--- config.mk ---
export PLATFORM = sky130hd
export DESIGN_NAME = vga_timing_gen
export DESIGN_NICKNAME = d
export VERILOG_FILES = /design/src/rtl/vga_timing_gen.sv
export SDC_FILE = /design/constraint.sdc
export NUM_CORES = 1
export LEC_CHECK = 0
export BUFFER_PORTS_ARGS = -buffer_cell sky130_fd_sc_hd__buf_2
export CAP_MARGIN = 20
export CORE_MARGIN = 8
export CORE_UTILIZATION = 50
export CTS_BUF_LIST = sky130_fd_sc_hd__clkbuf_2 sky130_fd_sc_hd__clkbuf_4 sky130_fd_sc_hd__clkbuf_8
export DETAILED_ROUTE_END_ITERATION = 16
export GPL_ROUTABILITY_DRIVEN = 0
export PLACE_DENSITY_LB_ADDON = 0.3
export SLEW_MARGIN = 10
export SYNTH_ARGS = -nofsm -noshare
export SYNTH_HDL_FRONTEND = slang
export SYNTH_SLANG_ARGS = --single-unit
--- constraint.sdc ---
create_clock -name clk -period 3 [get_ports clk]
set_input_delay 0.3 -clock clk [delete_from_list [all_inputs] [get_ports clk]]
set_output_delay 0.3 -clock clk [all_outputs]
set_load 0.01 [all_outputs]
--- src/rtl/vga_timing_gen.sv ---
// vga_timing_gen: 640x480@60 raster timing for the glyph-mode VGA top.
// Produces the pixel/line counters, syncs, display enable and line/frame strobes.
// It also produces glyph-cell coordinates (vpos / GLYPH_H, vpos % GLYPH_H) and a
// frame counter that runs on the pixel clock. Every output is registered and
// describes the pixel at the current hpos/vpos.
module vga_timing_gen #(
  parameter int H_DISPLAY = 640,
  parameter int H_FRONT   = 16,
  parameter int H_SYNC    = 96,
  parameter int H_BACK    = 48,
  parameter int V_DISPLAY = 480,
  parameter int V_FRONT   = 10,
  parameter int V_SYNC    = 2,
  parameter int V_BACK    = 33,
  parameter int GLYPH_H   = 12,
  parameter bit SYNC_POL  = 1'b0
) (
  input  logic       clk,
  input  logic       rst_n,
  input  logic       frame_run,
  output logic [9:0] hpos,
  output logic [9:0] vpos,
  output logic       hsync,
  output logic       vsync,
  output logic       display_on,
  output logic       line_start,
  output logic       frame_start,
  output logic [5:0] cell_row,
  output logic [3:0] cell_line,
  output logic [9:0] frame_count
);

  localparam int H_TOTAL = H_DISPLAY + H_FRONT + H_SYNC + H_BACK;
  localparam int V_TOTAL = V_DISPLAY + V_FRONT + V_SYNC + V_BACK;

  localparam logic [9:0] H_LAST    = 10'(H_TOTAL - 1);
  localparam logic [9:0] V_LAST    = 10'(V_TOTAL - 1);
  localparam logic [9:0] H_VISIBLE = 10'(H_DISPLAY);
  localparam logic [9:0] V_VISIBLE = 10'(V_DISPLAY);
  localparam logic [9:0] HS_FIRST  = 10'(H_DISPLAY + H_FRONT);
  localparam logic [9:0] HS_LAST   = 10'(H_DISPLAY + H_FRONT + H_SYNC - 1);
  localparam logic [9:0] VS_FIRST  = 10'(V_DISPLAY + V_FRONT);
  localparam logic [9:0] VS_LAST   = 10'(V_DISPLAY + V_FRONT + V_SYNC - 1);
  localparam logic [3:0] CELL_LAST = 4'(GLYPH_H - 1);

  logic [9:0] hpos_q, hpos_d;
  logic [9:0] vpos_q, vpos_d;
  logic       hsync_q, hsync_d;
  logic       vsync_q, vsync_d;
  logic       display_on_q, display_on_d;
  logic       line_start_q, line_start_d;
  logic       frame_start_q, frame_start_d;
  logic [5:0] cell_row_q, cell_row_d;
  logic [3:0] cell_line_q, cell_line_d;
  logic [9:0] frame_count_q, frame_count_d;
  logic       armed_q, armed_d;
  logic       h_wrap;
  logic       v_wrap;

  // Next raster position, with the glyph-cell counters stepping alongside vpos (no divider)
  always_comb begin
    h_wrap      = (hpos_q == H_LAST);
    v_wrap      = (vpos_q == V_LAST);
    hpos_d      = h_wrap ? 10'd0 : hpos_q + 10'd1;
    vpos_d      = vpos_q;
    cell_row_d  = cell_row_q;
    cell_line_d = cell_line_q;
    if (h_wrap) begin
      if (v_wrap) begin
        vpos_d      = 10'd0;
        cell_row_d  = 6'd0;
        cell_line_d = 4'd0;
      end else begin
        vpos_d = vpos_q + 10'd1;
        if (cell_line_q == CELL_LAST) begin
          cell_line_d = 4'd0;
          cell_row_d  = cell_row_q + 6'd1;
        end else begin
          cell_line_d = cell_line_q + 4'd1;
        end
      end
    end
  end

  // Decode syncs/enable/strobes from the upcoming position so they register in step with it
  always_comb begin
    hsync_d       = (hpos_d >= HS_FIRST && hpos_d <= HS_LAST) ? SYNC_POL : ~SYNC_POL;
    vsync_d       = (vpos_d >= VS_FIRST && vpos_d <= VS_LAST) ? SYNC_POL : ~SYNC_POL;
    display_on_d  = (hpos_d < H_VISIBLE) && (vpos_d < V_VISIBLE);
    line_start_d  = (hpos_d == 10'd0);
    frame_start_d = (hpos_d == 10'd0) && (vpos_d == 10'd0);
    // The wrap taken on the reset-release edge is not a completed frame, hence the armed gate
    frame_count_d = frame_count_q;
    if (h_wrap && v_wrap && armed_q && frame_run) begin
      frame_count_d = frame_count_q + 10'd1;
    end
    armed_d = 1'b1;
  end

  // State registers; reset parks the raster on the last pixel so release lands on (0,0)
  always_ff @(posedge clk) begin
    if (!rst_n) begin
      hpos_q        <= H_LAST;
      vpos_q        <= V_LAST;
      hsync_q       <= ~SYNC_POL;
      vsync_q       <= ~SYNC_POL;
      display_on_q  <= 1'b0;
      line_start_q  <= 1'b0;
      frame_start_q <= 1'b0;
      cell_row_q    <= 6'd0;
      cell_line_q   <= 4'd0;
      frame_count_q <= 10'd0;
      armed_q       <= 1'b0;
    end else begin
      hpos_q        <= hpos_d;
      vpos_q        <= vpos_d;
      hsync_q       <= hsync_d;
      vsync_q       <= vsync_d;
      display_on_q  <= display_on_d;
      line_start_q  <= line_start_d;
      frame_start_q <= frame_start_d;
      cell_row_q    <= cell_row_d;
      cell_line_q   <= cell_line_d;
      frame_count_q <= frame_count_d;
      armed_q       <= armed_d;
    end
  end

  assign hpos        = hpos_q;
  assign vpos        = vpos_q;
  assign hsync       = hsync_q;
  assign vsync       = vsync_q;
  assign display_on  = display_on_q;
  assign line_start  = line_start_q;
  assign frame_start = frame_start_q;
  assign cell_row    = cell_row_q;
  assign cell_line   = cell_line_q;
  assign frame_count = frame_count_q;

endmodule

### After elaboration in Yosys (flattened, before gate mapping)

Cells that the tools add are included.

| word-level totals | value |
|---|---|
| register bits | 46 |
| logic and storage cells | 46 |

| operators by class | value |
|---|---|
| add/subtract/negate cells | 5 |
| $lt $le $gt $ge | 6 |
| equality and inequality tests | 3 |
| mux-type cells | 10 |
| reductions and logical operators | 11 |

Operators by type and width:

| operator | number |
|---|---|
| $add A10 B1 Y10 const B | 3 |
| $mux W10 | 3 |
| $eq A10 B10 Y1 const B | 2 |
| $logic_not A10 Y1 | 2 |
| $mux W6 | 2 |
| $ge A10 B10 Y1 const B | 1 |
| $ge A10 B9 Y1 const B | 1 |
| $le A10 B10 Y1 const B | 1 |
| $le A10 B9 Y1 const B | 1 |
| $lt A10 B10 Y1 const B | 1 |
| $lt A10 B9 Y1 const B | 1 |
| $mux W4 | 2 |
| $logic_and A1 B1 Y1 | 7 |
| $add A6 B1 Y6 const B | 1 |
| $add A4 B1 Y4 const B | 1 |
| $eq A4 B4 Y1 const B | 1 |
| $mux W1 | 3 |
| $reduce_and A2 Y1 | 1 |
| $reduce_bool A2 Y1 | 1 |

### Logic depth before layout (Yosys ltp)

Gate-level depths: netlist of the first run.

| depth | value |
|---|---|
| depth after elaboration | 6 |
| gate-level depth with buffers | 9 |
| mapped depth without buffers | 8 |

### Worst setup path before layout of the first run

Ideal clock, no wire load.

| timing | value |
|---|---|
| path type | reg-to-reg |
| from | register hpos_q[0] (netlist: hpos[0]) |
| to | register vsync_q (netlist: vsync) |
| arrival time | 2.434 ns |
| setup slack | 0.432 ns |
| stages on the path, launching flop included | 8 |
| path buffers | 1 |
| cell sequence | dfxtp_1 ha_1 nand4_1 or4_1 clkbuf_2 nor2_1 a21oi_1 or4b_1 |

| between the ends | value |
|---|---|
| word-level cells in the longest chain between the ends | 5 |
| elaborated cells between the ends (all ways) | 6 |
| classes of those cells | 2 x order compare; 1 x eq/ne; 2 x mux; 1 x reduce/logical |

RTL lines:

| element | RTL line | text |
|---|---|---|
| from (decl) | 46 | `logic [9:0] hpos_q, hpos_d;` |
| from (signal assigned) | 115 | `hpos_q <= hpos_d;` |
| $eq A10 B10 Y1 (*) | 62 | `h_wrap = (hpos_q == H_LAST);` |
| $mux W10 (*) | 68 | `if (h_wrap) begin` |
| $ge A10 B9 Y1 / $le A10 B9 Y1 (equally long branches) | 88 | `vsync_d = (vpos_d >= VS_FIRST && vpos_d <= VS_LAST) ? SYNC_POL : ~SYNC_POL;` |
| $logic_and A1 B1 Y1 (*) | 88 |  |
| $mux W1 (*) | 88 |  |
| to (signal assigned) | 106 | `vsync_q <= ~SYNC_POL;` |
| to (signal assigned) | 118 | `vsync_q <= vsync_d;` |
| to (decl) | 49 | `logic vsync_q, vsync_d;` |

Mark *: on every way between the ends. The rest lies on a longest branch, timed or not.
A chain may end at the register's enable or synchronous reset.

### Worst setup path after layout of the first run

Ends and elaborated chain as after synthesis.

==> results of run 1 <==
-- layout by cell type, fill, tap and decap left out, drive strengths merged, types with 2 or more instances in the layout --
master,Yosys,routed
buf,6,53
dfxtp,46,46
nor2,29,29
nand2,26,26
o21ai,25,25
a21oi,21,21
nand3,16,16
xnor2,15,15
nor3,11,11
inv,8,8
nand4,8,8
or3,7,7
xor2,7,7
and3,7,7
ha,7,7
clkbuf,13,6
nor4,6,6
or4,5,5
a31oi,4,4
and2,4,4
or2,3,3
nor2b,2,2
o211a,2,2
nor4b,2,2
o22ai,2,2
clkinv,0,2
-- stage by stage --
| stage | hold slack (ns) | setup WS [ns] | cell area [um2] |
|---|---|---|---|
| floorplan | 0.3277 | 0.4317 | 2436 |
| global placement | 0.4857 | 0.5429 | 2715 |
| detailed placement | 0.4969 | 0.4881 | 2715 |
| CTS | 0.2702 | 0.4606 | 2805 |
| global route | 0.2776 | 0.3312 | 2805 |
| finish | 0.2804 | 0.4624 | 2805 |
-- per-layer routing --
| layer | vias to the layer above | global-route usage (%) |
|---|---|---|
| met5 | - | 0 |
| met4 | 0 | 6.847 |
| met3 | 8 | 4.585 |
| met2 | 97 | 24.54 |
| met1 | 1066 | 22.20 |
| li1 | 1141 | - |
-- cell type report --
class | count | area (um2)
flip-flops and latches | 46 | 920.9
fillers | 447 | 1918
repair buffers | 53 | 280.3
multi-input cells | 226 | 1400
inverters | 8 | 30.03
well taps | 67 | 83.83
clock inverters | 2 | 13.76
clock buffers | 6 | 76.32
-- power by group --
part           total (mW)  switching, mW  internal (mW)  leakage [nW]
logic               0.993          0.594          0.399         0.728
registers           0.833          0.142          0.691         0.374
clock network       0.385          0.212          0.174        0.0486
-- final timing paths --
| kind | from | to | slack, ns | cells past startpoint |
|---|---|---|---|---|
| max | hpos[0] | vsync | 0.46 | 6 |
| min reg2reg | cell_row[4] | cell_row[4] | 0.50 | 2 |
| min | rst_n | armed_q | 0.28 | 1 |
| max reg2reg | hpos[0] | vsync | 0.46 | 6 |
-- logic make-up after synthesis --
family | synth area share [%]
fa+ha+maj | 3.595
compound gates | 14.95
simple gates | 30.61
mux | 0.4109
flops | 37.80
xor+xnor | 7.910
buf+inv | 4.725
-- registers in the layout, summed over array words and instances, names as in the netlist --
signal	count
vsync	1
frame_start	1
display_on	1
line_start	1
armed_q	1
frame_count	10
vpos	10
cell_row	6
hsync	1
cell_line	4
hpos	10
-- worst max-delay path, stage by stage, from the launching register on --
cell and delay [ns]:
dfxtp_1 0.41, ha_1 0.27, nand4_1 0.14, or4_1 0.64
buf_4 0.23, o21ai_0 0.24, or4b_1 0.49
==> results.sh, run 1 <==
export IMPL_status="completed"
export IMPL_ant_nets=0
export IMPL_area_growth_pct=15.15
export IMPL_dr_wl_met2_um=2594
export IMPL_h_tree_depth=2
export IMPL_cts_sink_count=46
export IMPL_ys_flop_type="dfxtp_1"
export IMPL_vias_per_cell=5.667
export IMPL_highest_layer="met4"
export IMPL_design_core_area_mm2=0.004723
export IMPL_cts_made_buffers=5
export IMPL_worstPathArrival_ns=2.71
export IMPL_avgSynthCellArea_um2=8.147
export IMPL_drive_gt1_share_pct=20.23
export IMPL_synth_area_mm2=0.002436
export IMPL_netlist_area_leader_share_pct=37.80
export IMPL_critPathKind="reg2reg"
export IMPL_cts_root_buf="clkbuf_8"
export IMPL_synth_edf_count=0
export IMPL_grt_pass1_vias=2098
export IMPL_final_nets=350
export IMPL_p_leak_nw=1.150
export IMPL_tritoncts="built"
export IMPL_cts_resized=0
export IMPL_yosysMostFrequentCell="dfxtp_1"
export IMPL_antenna_found_initial=0
export IMPL_synth_top_cell_by_area="dfxtp_1"
export IMPL_drc=0
export IMPL_crit_required_ns=3.17
export IMPL_final_core_util_pct=59.39
export IMPL_ioPinCount=48
export IMPL_rsz0062_at_grt="no"
export IMPL_placed_cells=400
export IMPL_slew_viol_final=0
export IMPL_wire_per_inst_um=14.53
export IMPL_ys_ff_latch=46
export IMPL_die_h_um=85.80
export IMPL_initial_utilization_pct=51.58
export IMPL_setup_violations=0
export IMPL_async_flop_share_pct=0
export IMPL_seq_area_frac_synth_pct=37.80
export IMPL_vdd_drop_max_mv=0.5983
export IMPL_ys_warn_count=0
export IMPL_start_kind="flip-flop"
export IMPL_crit_fanout=9
export IMPL_grt_usage_pct=16.66
export IMPL_totalWireLength_um=5928
export IMPL_fin_cells=408
export IMPL_grt_max_degree=15
export IMPL_ys_types=52
export IMPL_max_freq_mhz=394.1
export IMPL_clock_path_buffers=2
export IMPL_first_pass_iters=4
export IMPL_synthesis_nets=309
export IMPL_finalPower_mw=2.211
export IMPL_postCtsHoldBufs=0
export IMPL_clock_latency_ns=0.30
export IMPL_dieArea_mm2=0.007362
export IMPL_antenna_cells=0
export IMPL_hold_viol_final=0
export IMPL_syn_inst=299
export IMPL_wl_met3_um=494
export IMPL_finClkSkew_ns=0.006449
export IMPL_dieWidth_um=85.80
export IMPL_grt_first_pass_wirelength_um=10060
export IMPL_timing_final_crit_share_pct=84.59
export IMPL_overflow=0
export IMPL_post_cts_buffers=0
export IMPL_setup_tns_ns=0
export IMPL_p_per_area_mw_per_mm2=788.3
export IMPL_met1_length_um=2738
export IMPL_hold_class="in2reg"
export IMPL_portBuffers=47
export IMPL_yosys_top_cells_area="dfxtp_1 38%, xnor2_1 5.4%, o21ai_0 4.9%"
export IMPL_synth_common_cells="46 x dfxtp_1, 29 x nor2_1, 26 x nand2_1"
export IMPL_min_period_ns=2.538
export IMPL_clk_pin_slew_ns=0.09
export IMPL_tightest_slew_ns=0.6492
export IMPL_maxCapViolations=0
export IMPL_rows=25
export IMPL_drt_iter0_markers=107
export IMPL_hpwl_um=4397
export IMPL_slew_headroom_pct=56.43
export IMPL_vias=2312
export IMPL_endpoint_kind="flip-flop"
Note: power is estimated with default switching activity, not from simulation.
==> run 2, diff against run 1 <==
==> constraint.sdc (replaced) <==
create_clock -name clk -period 2.5 [get_ports clk]
set_input_delay 0.25 -clock clk [delete_from_list [all_inputs] [get_ports clk]]
set_output_delay 0.25 -clock clk [all_outputs]
set_load 0.01 [all_outputs]
==> results.sh, run 2 (synthesized netlist as in run 1, its figures left out) <==
export IMPL_initial_utilization_pct=51.58
export IMPL_ioPinCount=48
export IMPL_antenna_found_initial=0
export IMPL_tightest_slew_ns=0.4964
export IMPL_start_kind="flip-flop"
export IMPL_crit_path_top_delay_cell="or4_1"
export IMPL_dieArea_mm2=0.007362
export IMPL_h_tree_depth=2
export IMPL_vdd_drop_max_mv=0.7478
export IMPL_p_per_area_mw_per_mm2=950.4
export IMPL_maxCapViolations=0
export IMPL_p_leak_nw=1.224
export IMPL_final_nets=364
export IMPL_crit_required_ns=2.68
export IMPL_stdcell_area_mm2=0.002927
export IMPL_hold_viol_final=0
export IMPL_fill_cells=447
export IMPL_totalWireLength_um=6006
export IMPL_fin_cells=422
export IMPL_vias_per_cell=5.524
export IMPL_finClkSkew_ns=0.004999
export IMPL_wire_per_inst_um=14.23
export IMPL_internal_power_mw=1.619
export IMPL_power_switching_mw=1.162
export IMPL_status="completed"
export IMPL_rsz0062_at_grt="no"
export IMPL_grt_pass1_vias=2154
export IMPL_endpoint_kind="flip-flop"
export IMPL_ant_nets=0
export IMPL_portBuffers=47
export IMPL_design_core_area_mm2=0.004723
export IMPL_fin_ws_ns=0.1781
export IMPL_slew_headroom_pct=66.55
export IMPL_tritoncts="built"
export IMPL_grt_max_degree=17
export IMPL_area_growth_pct=20.13
export IMPL_clk_pin_slew_ns=0.08
export IMPL_max_freq_mhz=430.7
export IMPL_min_period_ns=2.322
export IMPL_placed_cells=414
export IMPL_critPathKind="reg2reg"
export IMPL_cts_sink_count=46
export IMPL_timing_final_crit_share_pct=92.88
export IMPL_grt_first_pass_wirelength_um=9908
export IMPL_power_frac_comb_pct=48.9
export IMPL_overflow=0
export IMPL_post_cts_buffers=0
export IMPL_seqCellArea_um2=923.4
export IMPL_cp_top_family="simple AND/OR/NAND/NOR gates"
export IMPL_die_h_um=85.80
export IMPL_finalPower_mw=2.781
export IMPL_placed_area_mm2=0.002825
export IMPL_vias=2331
export IMPL_seqPwrFrac_pct=33.6
export IMPL_drc=0
export IMPL_clock_latency_ns=0.30
export IMPL_setup_violations=0
export IMPL_cts_root_buf="clkbuf_8"
export IMPL_drive_gt1_share_pct=24.51
export IMPL_rows=25
export IMPL_crit_fanout=9
export IMPL_first_pass_iters=4
export IMPL_final_common_cell="buf_2"
export IMPL_dieWidth_um=85.80
export IMPL_hpwl_um=4411
export IMPL_antenna_cells=0
export IMPL_cts_made_buffers=5
export IMPL_preCtsSetupSlack_ns=0.1943
export IMPL_setup_tns_ns=0
export IMPL_final_cell_mix="47 x buf_2, 44 x dfxtp_1, 29 x nor2_1"
export IMPL_max_stage_delay_ns=0.65
export IMPL_grt_usage_pct=16.37
export IMPL_multi_input_area_mm2=0.001409
export IMPL_critical_path_buf_inv_count=0
export IMPL_clock_path_buffers=2
export IMPL_swShare_pct=41.79
export IMPL_worstPathArrival_ns=2.50
export IMPL_slew_viol_final=0
export IMPL_clockPowerShare_pct=17.4
export IMPL_hold_class="in2reg"
export IMPL_path_cells="ha_2 -> nand4_1 -> or4_1 -> nor2_1 -> a21oi_1 -> or4b_1"
export IMPL_drt_iter0_markers=65
[run 2: final cells by class]
type	instances	area share [%]
Timing Repair Buffer	67	13.17
Clock inverter	1	0.1710
Multi-Input combinational cell	226	48.14
Sequential cell	46	31.55
Tap cell	67	2.864
Inverter	8	1.026
Clock buffer	7	3.078
[run 2: worst reg2reg max path: stages, from the launching register on]
cell and delay, ns:
dfxtp_2 0.38, ha_2 0.23, nand4_1 0.12, or4_1 0.65, nor2_1 0.21, a21oi_1 0.12
or4b_1 0.51
[run 2: metrics by stage]
step | util [%] | hold WS (ns)
finish | 61.96 | 0.2342
global route | 61.96 | 0.2350
CTS | 61.83 | 0.2212
detailed placement | 59.81 | 0.4983
global placement | 59.81 | 0.4894
floorplan | - | 0.2777
[run 2: final timing paths]
kind	from	depth (start not counted)	slack (ns)	end
setup / recovery	hpos[0]	6	0.18	vsync
hold / removal	rst_n	1	0.23	armed_q
setup reg to reg	hpos[0]	6	0.18	vsync
hold reg to reg	hpos[0]	1	0.51	hpos[0]
[run 2: what timing repair did]
item	CTS	global route
resized for setup	0	1
hold endpoints to repair	0	0
hold buffers	0	0
setup endpoints to repair	0	1
[run 2: layer usage]
metal	track usage, %	vias to the layer above	share of wire, %
met5	0	-	0
met4	5.892	0	1.2
met3	3.534	7	6.2
met2	25.18	58	43
met1	21.82	1089	49
li1	-	1177	-
[run 2: power by group through the flow]
stage                     Sequential [mW]  Clock [mW]  Combinational (mW)
after global routing                0.951       0.529                1.48
after detailed placement            0.949           0                1.34
after CTS                           0.934       0.496                1.35
final                               0.935       0.485                1.36
after floorplan                     0.973           0               0.894
after global placement              0.947           0                1.33
